File: src/rtl/player_pkg.sv
// Shared types and constants for the autoplay sequencer and its song ROM.
package player_pkg;

   localparam int ENTRY_NOTE_W = 4;
   localparam int SONG_CNT     = 4;

   localparam logic [ENTRY_NOTE_W-1:0] NOTE_REST = '0;

   // Number of notes in each ROM song, valid range 1..MAX_LEN.
   localparam int unsigned SONG_LEN [SONG_CNT] = '{3, 1, 4, 2};

   typedef enum logic [1:0] {
      IDLE,
      FETCH,
      PLAY,
      GAP
   } player_state_t;

   typedef struct packed {
      logic [ENTRY_NOTE_W-1:0] note;
      logic [1:0]              beats;
   } note_entry_t;

endpackage

File: src/rtl/song_rom.sv
// Multi-song note ROM; synchronous read, one cycle latency, address {song, pos}.
module song_rom
   import player_pkg::*;
#(
   parameter int NUM_SONGS = 4,
   parameter int MAX_LEN   = 32,
   parameter int NOTE_W    = 4,
   localparam int SONG_W   = $clog2(NUM_SONGS),
   localparam int POS_W    = $clog2(MAX_LEN),
   localparam int ADDR_W   = SONG_W + POS_W
)(
   input  logic              clk,
   input  logic              rd_en,
   input  logic [ADDR_W-1:0] addr,
   output note_entry_t       rd_data
);

   function automatic logic [NOTE_W+1:0] ent(input int note, input int beats);
      return {NOTE_W'(note), 2'(beats)};
   endfunction

   // Unlisted positions read as a one-beat rest.
   function automatic logic [NOTE_W+1:0] rom_word(input logic [ADDR_W-1:0] a);
      logic [NOTE_W+1:0] w;
      w = ent(0, 0);
      case (int'(a[ADDR_W-1:POS_W]))
         0: case (int'(a[POS_W-1:0]))
               0: w = ent(1, 0);
               1: w = ent(2, 1);
               2: w = ent(3, 0);
               default: ;
            endcase
         1: case (int'(a[POS_W-1:0]))
               0: w = ent(5, 3);
               default: ;
            endcase
         2: case (int'(a[POS_W-1:0]))
               0: w = ent(8, 1);
               1: w = ent(6, 0);
               2: w = ent(4, 0);
               3: w = ent(10, 2);
               default: ;
            endcase
         3: case (int'(a[POS_W-1:0]))
               0: w = ent(12, 1);
               1: w = ent(9, 3);
               default: ;
            endcase
         default: ;
      endcase
      return w;
   endfunction

   always_ff @(posedge clk) begin
      if (rd_en) rd_data <= note_entry_t'(rom_word(addr));
   end

endmodule

File: src/rtl/auto_player.sv
// Autoplay sequencer: walks a ROM song note by note, feeding note codes to the buzzer.
module auto_player
   import player_pkg::*;
#(
   parameter int NOTE_W         = 4,
   parameter int NUM_SONGS      = 4,
   parameter int SEL_W          = 2,
   parameter int MAX_LEN        = 32,
   parameter int POS_W          = 5,
   parameter int TICKS_PER_BEAT = 500000,
   parameter int GAP_TICKS      = 5000
)(
   input  logic              clk,
   input  logic              rst,
   input  logic [SEL_W-1:0]  song_select,
   input  logic              start,
   input  logic              stop,
   input  logic              pause,
   input  logic              loop_en,
   output logic [NOTE_W-1:0] note_out,
   output logic              busy,
   output logic              done,
   output logic [POS_W-1:0]  position
);

   localparam int CNT_W = $clog2(4 * TICKS_PER_BEAT);
   localparam logic [CNT_W-1:0] GAP_END = CNT_W'(GAP_TICKS - 1);

   // Last PLAY tick for a note; the gap is carved out of the note's own duration.
   function automatic logic [CNT_W-1:0] play_limit(input logic [1:0] beats);
      logic [CNT_W-1:0] lim;
      case (beats)
         2'd0:    lim = CNT_W'(1 * TICKS_PER_BEAT - GAP_TICKS - 1);
         2'd1:    lim = CNT_W'(2 * TICKS_PER_BEAT - GAP_TICKS - 1);
         2'd2:    lim = CNT_W'(3 * TICKS_PER_BEAT - GAP_TICKS - 1);
         default: lim = CNT_W'(4 * TICKS_PER_BEAT - GAP_TICKS - 1);
      endcase
      return lim;
   endfunction

   player_state_t     state;
   logic [SEL_W-1:0]  song_q;
   logic [NOTE_W-1:0] note_q;
   logic [1:0]        beats_q;
   logic [CNT_W-1:0]  tick;
   logic              load_q;
   logic              load_fire;
   logic [POS_W-1:0]  last_pos;
   note_entry_t       rom_data;

   song_rom #(
      .NUM_SONGS (NUM_SONGS),
      .MAX_LEN   (MAX_LEN),
      .NOTE_W    (NOTE_W)
   ) u_rom (
      .clk     (clk),
      .rd_en   (state == FETCH),
      .addr    ({song_q, position}),
      .rd_data (rom_data)
   );

   assign last_pos  = POS_W'(SONG_LEN[song_q] - 1);
   assign load_fire = (state == PLAY) && load_q && !stop && !start && !pause;

   always_ff @(posedge clk) begin
      if (load_fire) begin
         note_q  <= rom_data.note;
         beats_q <= rom_data.beats;
      end
   end

   always_ff @(posedge clk) begin
      if (rst) begin
         state    <= IDLE;
         song_q   <= '0;
         position <= '0;
         tick     <= '0;
         load_q   <= 1'b0;
         note_out <= NOTE_REST;
         busy     <= 1'b0;
         done     <= 1'b0;
      end else begin
         done <= 1'b0;
         if (stop) begin
            state    <= IDLE;
            position <= '0;
            tick     <= '0;
            load_q   <= 1'b0;
            note_out <= NOTE_REST;
            busy     <= 1'b0;
         end else if (start) begin
            song_q   <= song_select;
            state    <= FETCH;
            position <= '0;
            tick     <= '0;
            load_q   <= 1'b0;
            note_out <= NOTE_REST;
            busy     <= 1'b1;
         end else if (pause && state != IDLE) begin
            note_out <= NOTE_REST;
         end else begin
            case (state)
               IDLE: ;
               FETCH: begin
                  state  <= PLAY;
                  load_q <= 1'b1;
                  tick   <= '0;
               end
               PLAY: begin
                  // First PLAY cycle takes the ROM word, so the note sounds one cycle later.
                  if (load_q) begin
                     load_q   <= 1'b0;
                     tick     <= '0;
                     note_out <= rom_data.note;
                  end else if (tick == play_limit(beats_q)) begin
                     state    <= GAP;
                     tick     <= '0;
                     note_out <= NOTE_REST;
                  end else begin
                     tick     <= tick + 1'b1;
                     note_out <= note_q;
                  end
               end
               GAP: begin
                  note_out <= NOTE_REST;
                  if (tick == GAP_END) begin
                     tick <= '0;
                     if (position == last_pos) begin
                        position <= '0;
                        if (loop_en) begin
                           state <= FETCH;
                        end else begin
                           state <= IDLE;
                           busy  <= 1'b0;
                           done  <= 1'b1;
                        end
                     end else begin
                        position <= position + 1'b1;
                        state    <= FETCH;
                     end
                  end else begin
                     tick <= tick + 1'b1;
                  end
               end
               default: state <= IDLE;
            endcase
         end
      end
   end

endmodule

File: config.mk
export PLATFORM = sky130hd
export DESIGN_NAME = auto_player
export DESIGN_NICKNAME = d
export VERILOG_FILES = /design/src/rtl/player_pkg.sv /design/src/rtl/song_rom.sv /design/src/rtl/auto_player.sv
export SDC_FILE = /design/constraint.sdc
export NUM_CORES = 1
export LEC_CHECK = 0
export BUFFER_PORTS_ARGS = -buffer_cell sky130_fd_sc_hd__clkbuf_2
export CAP_MARGIN = 5
export CELL_PAD_IN_SITES_DETAIL_PLACEMENT = 0
export CELL_PAD_IN_SITES_GLOBAL_PLACEMENT = 2
export CORE_AREA = 5 5 101 103
export CTS_CLUSTER_DIAMETER = 200
export DETAILED_ROUTE_END_ITERATION = 16
export DIE_AREA = 0 0 106 108
export GPL_TIMING_DRIVEN = 0
export PLACE_DENSITY = 0.78
export SYNTH_ARGS = -nofsm -noshare
export SYNTH_HDL_FRONTEND = slang
export SYNTH_SLANG_ARGS = --single-unit
File: constraint.sdc
create_clock -name clk -period 2.6 [get_ports clk]
set_clock_uncertainty 0.15 [all_clocks]
set_input_delay 0.26 -clock clk [delete_from_list [all_inputs] [get_ports clk]]
set_output_delay 0.26 -clock clk [all_outputs]
set_load 0.01 [all_outputs]
==> run_summary.xml <==
<?xml version="1.0" encoding="UTF-8"?>
<metrics>
  <group name="logic_synthesis">
    <metric name="cell_count_after_synthesis" unit="">354</metric>
    <metric name="post_synth_num_cell_types" unit="">58</metric>
    <metric name="ys_seq_elements" unit="">49</metric>
    <metric name="synth_sequential_area_ratio" unit="%">36.1</metric>
    <metric name="post-synth-top-area-cell" unit="">sky130_fd_sc_hd__dfxtp_1</metric>
    <metric name="synthesis.nets" unit="">376</metric>
    <metric name="synth.top_cell.area_share" unit="%">24.3</metric>
    <metric name="post_synthesis_area_per_instance" unit="µm²">8.62</metric>
    <metric name="ys_top_cells_by_area" unit="">sky130_fd_sc_hd__dfxtp_1 24%, sky130_fd_sc_hd__edfxtp_1 12%, sky130_fd_sc_hd__ha_1 5.7%</metric>
    <metric name="yosys_warnings" unit="">0</metric>
    <metric name="synth_area" unit="mm²">0.00305</metric>
  </group>
  <group name="timing">
    <metric name="timing.final.ws_setup" unit="ns">0.0932</metric>
    <metric name="timing.final.max_slew_violations" unit="">0</metric>
    <metric name="worstMarginPinSlew" unit="ns">0.821</metric>
    <metric name="f_max" unit="GHz">0.399</metric>
    <metric name="setup_repair_after_global_routing_missed_its_margin" unit="">yes</metric>
    <metric name="slew_headroom" unit="%">44.8</metric>
    <metric name="timing.final.crit_share" unit="%">96.4</metric>
    <metric name="setup_viol" unit="">0</metric>
    <metric name="finalCriticalPeriod" unit="ns">2.51</metric>
    <metric name="finalHoldViolCount" unit="">0</metric>
  </group>
  <group name="floorplanning">
    <metric name="start_util" unit="%">33.5</metric>
    <metric name="die_area" unit="mm²">0.0114</metric>
    <metric name="floorplan.die.height" unit="µm">108</metric>
    <metric name="placement_rows" unit="">35</metric>
    <metric name="die-width" unit="µm">106</metric>
    <metric name="top_level_ports" unit="">19</metric>
    <metric name="fp.coreArea" unit="mm²">0.00911</metric>
  </group>
  <group name="clock_tree">
    <metric name="clock_tree.buffer_depth" unit="">2</metric>
    <metric name="cts.hold.buffers_added" unit="">0</metric>
    <metric name="cts.clk_slew.worst_paths" unit="ns">0.11</metric>
    <metric name="cts_tree" unit="">done</metric>
    <metric name="clockRootBuffer" unit="">sky130_fd_sc_hd__clkbuf_8</metric>
    <metric name="cts_sinks" unit="">49</metric>
    <metric name="cts-buffers-inserted" unit="">5</metric>
    <metric name="insertion_delay" unit="ns">0.31</metric>
    <metric name="cts_max_level" unit="">2</metric>
  </group>
  <group name="power_and_ir_drop">
    <metric name="powerDensity" unit="mW/mm²">386</metric>
    <metric name="peakVddDrop" unit="mV">0.221</metric>
    <metric name="p_leak" unit="nW">1.22</metric>
  </group>
  <group name="grt">
    <metric name="grtUsageTotal" unit="%">13.7</metric>
    <metric name="first_pass_grt_wire_length" unit="µm">12700</metric>
    <metric name="grt_remaining_overflow" unit="">0</metric>
    <metric name="initial_antenna_violation_count" unit="">0</metric>
    <metric name="grt_start_max_net_pins" unit="">18</metric>
    <metric name="grt_pass1_vias" unit="">2502</metric>
  </group>
  <group name="setup_path">
    <metric name="worstPathRequired" unit="ns">2.67</metric>
    <metric name="crit_arrival" unit="ns">2.58</metric>
    <metric name="crit_path_frequent_cell" unit="">sky130_fd_sc_hd__buf_4</metric>
    <metric name="timing.setup.critical_path_class" unit="">flip-flop to flip-flop</metric>
    <metric name="maximum_fanout_count_along_the_critical_path" unit="">6</metric>
    <metric name="crit_slowest_cell" unit="">sky130_fd_sc_hd__edfxtp_1</metric>
    <metric name="cp_top_family" unit="">compound AO/OA/AOI/OAI gates</metric>
    <metric name="critical_path.startpoint_type" unit="">flip-flop</metric>
    <metric name="slowest_delay" unit="ns">0.44</metric>
    <metric name="crit_path_end_kind" unit="">flip-flop</metric>
    <metric name="cp.buffers_inverters" unit="">2</metric>
    <metric name="sequence_of_cells_on_the_critical_path" unit="">ha_1 &gt; and2_1 &gt; o21ai_2 &gt; a2111oi_4 &gt; buf_4 &gt; a211oi_4 &gt; o21ai_4 &gt; buf_4 &gt; o311ai_1</metric>
  </group>
  <group name="detailed_routing">
    <metric name="finalWirelength" unit="µm">7580</metric>
    <metric name="avgRoutedWirePerCell" unit="µm">15.3</metric>
    <metric name="num_vias" unit="">2668</metric>
    <metric name="first_iter_violations" unit="">90</metric>
    <metric name="postRouteAntennaNets" unit="">0</metric>
    <metric name="detailedRoute.firstPassIterationCount" unit="">4</metric>
    <metric name="vias_per_cell" unit="">5.39</metric>
    <metric name="route.detailed.drc" unit="">0</metric>
  </group>
  <group name="cells_and_area">
    <metric name="multiInputGateArea" unit="mm²">0.00181</metric>
    <metric name="layout.nets" unit="">405</metric>
    <metric name="antenna_cells_inserted" unit="">0</metric>
    <metric name="area.growth.synth_to_final" unit="%">13.8</metric>
    <metric name="final_layout_size_suffix_gt1_share" unit="%">20.6</metric>
    <metric name="fillCellCount" unit="">975</metric>
    <metric name="finalNonFillerCells" unit="">495</metric>
    <metric name="layout_common_cells" unit="">44 x sky130_fd_sc_hd__nor2_1, 44 x sky130_fd_sc_hd__nand2_1, 37 x sky130_fd_sc_hd__dfxtp_1</metric>
    <metric name="area.sequential" unit="mm²">0.00110</metric>
  </group>
  <group name="place">
    <metric name="placed_cells_incl_taps" unit="">483</metric>
    <metric name="place.port_buffers" unit="">18</metric>
    <metric name="dp_hpwl" unit="µm">5530</metric>
    <metric name="detailedPlace.worstSlack" unit="ns">-0.102</metric>
    <metric name="gp_congestion" unit="">0.811</metric>
  </group>
  <group name="outcome">
    <metric name="outcome" unit="">completed</metric>
  </group>
  <group name="flow_run">
    <metric name="max-cap-violations" unit="">0</metric>
  </group>
  <group name="worst_hold_path">
    <metric name="min_path_type" unit="">input port to flip-flop</metric>
  </group>
</metrics>
## report_power, final
group | switching, mW | internal, mW | leakage [nW]
Combinational | 0.0427 | 0.0217 | 0.764
Clock | 0.290 | 0.195 | 0.0447
Sequential | 0.00422 | 0.787 | 0.408
Total | 0.337 | 1.00 | 1.22
## worst min-delay path, cell delays in order
cell and delay (ns):
sky130_fd_sc_hd__clkbuf_2 0.07, sky130_fd_sc_hd__a21oi_1 0.05, sky130_fd_sc_hd__nor2_1 0.07
## area by class of cell
type / count / area share (%)
multi-input cells: 267 / 52.0
plain buffers: 22 / 4.36
flip-flops and latches: 49 / 31.7
well taps: 111 / 4.00
clock inverters: 3 / 0.721
repair buffers: 22 / 3.46
inverters: 16 / 1.73
clock buffers: 5 / 1.98
## cell families (layout without fill, tap and decap cells)
logic type | count (synthesis) | in the layout | share of synthesized area, %
multiplexers | 1 | 1 | 0.328
adder cells (fa/ha/maj) | 14 | 14 | 5.74
AO/OA/AOI/OAI | 92 | 92 | 24.8
XOR/XNOR | 7 | 7 | 2.01
buffers and inverters | 38 | 68 | 6.85
AND/OR/NAND/NOR | 153 | 153 | 24.2
flip-flops | 49 | 49 | 36.1
## state kept, by name, summed over array words and instances, names as in the netlist
signal,cells
busy,1
state,2
note_q,4
done,1
song_q,2
beats_q,2
position,5
u_rom.rd_data,6
note_out,4
load_q,1
tick,21
## per-stage QoR
stage	hold slack [ns]	util, %	setup TNS, ns	power, mW	instance area [µm²]
after floorplan	0.179	-	0	0.849	3050
after global placement	0.259	36.0	-0.558	0.873	3280
after detailed placement	0.255	36.0	-1.14	0.873	3280
after CTS	0.0140	37.5	0	1.36	3410
after global routing	0.0398	38.1	-0.128	1.39	3470
final	0.0298	38.1	0	1.34	3470
## metal layers
layer  vias up  GRT usage, %  share of wire, %
met5         -             0                 0
met4         0          4.26               1.0
met3         5          1.97               2.7
met2        44          21.4                45
met1      1256          19.6                51
li1       1363             -                 -
## synth_stat cells, drive strengths merged
cell type	instances
a2111oi	3
a211oi	9
a21o	1
a21oi	14
a22oi	6
a311oi	1
a31oi	2
and2	5
and3	3
and4	2
and4b	1
buf	14
clkbuf	7
dfxtp	37
dlymetal6s2s	1
edfxtp	12
ha	14
inv	16
mux2i	1
nand2	44
nand2b	3
nand3	13
nand3b	2
nand4	10
nor2	46
nor2b	1
nor3	10
nor3b	1
nor4	6
nor4bb	1
o2111ai	4
o211ai	29
o21a	2
o21ai	12
o311a	1
o311ai	3
o31ai	5
or2	1
or3	4
xnor2	2
xor2	5
## worst paths after layout
path	start	to	slack, ns	depth (start not counted)
hold reg to reg	u_rom.rd_data[0]	beats_q[0]	0.28	0
setup / recovery	beats_q[0]	tick[17]	0.09	9
hold / removal	song_select[0]	song_q[0]	0.03	3
setup reg to reg	beats_q[0]	tick[17]	0.09	9
## what timing repair did
action,in CTS,in global routing
endpoints found under the hold margin,0,0
resized for setup,3,10
gates cloned,0,0
setup buffers,2,2
pin swaps,2,2
setup endpoints to repair,16,18
(Power assumes the default switching activity.)
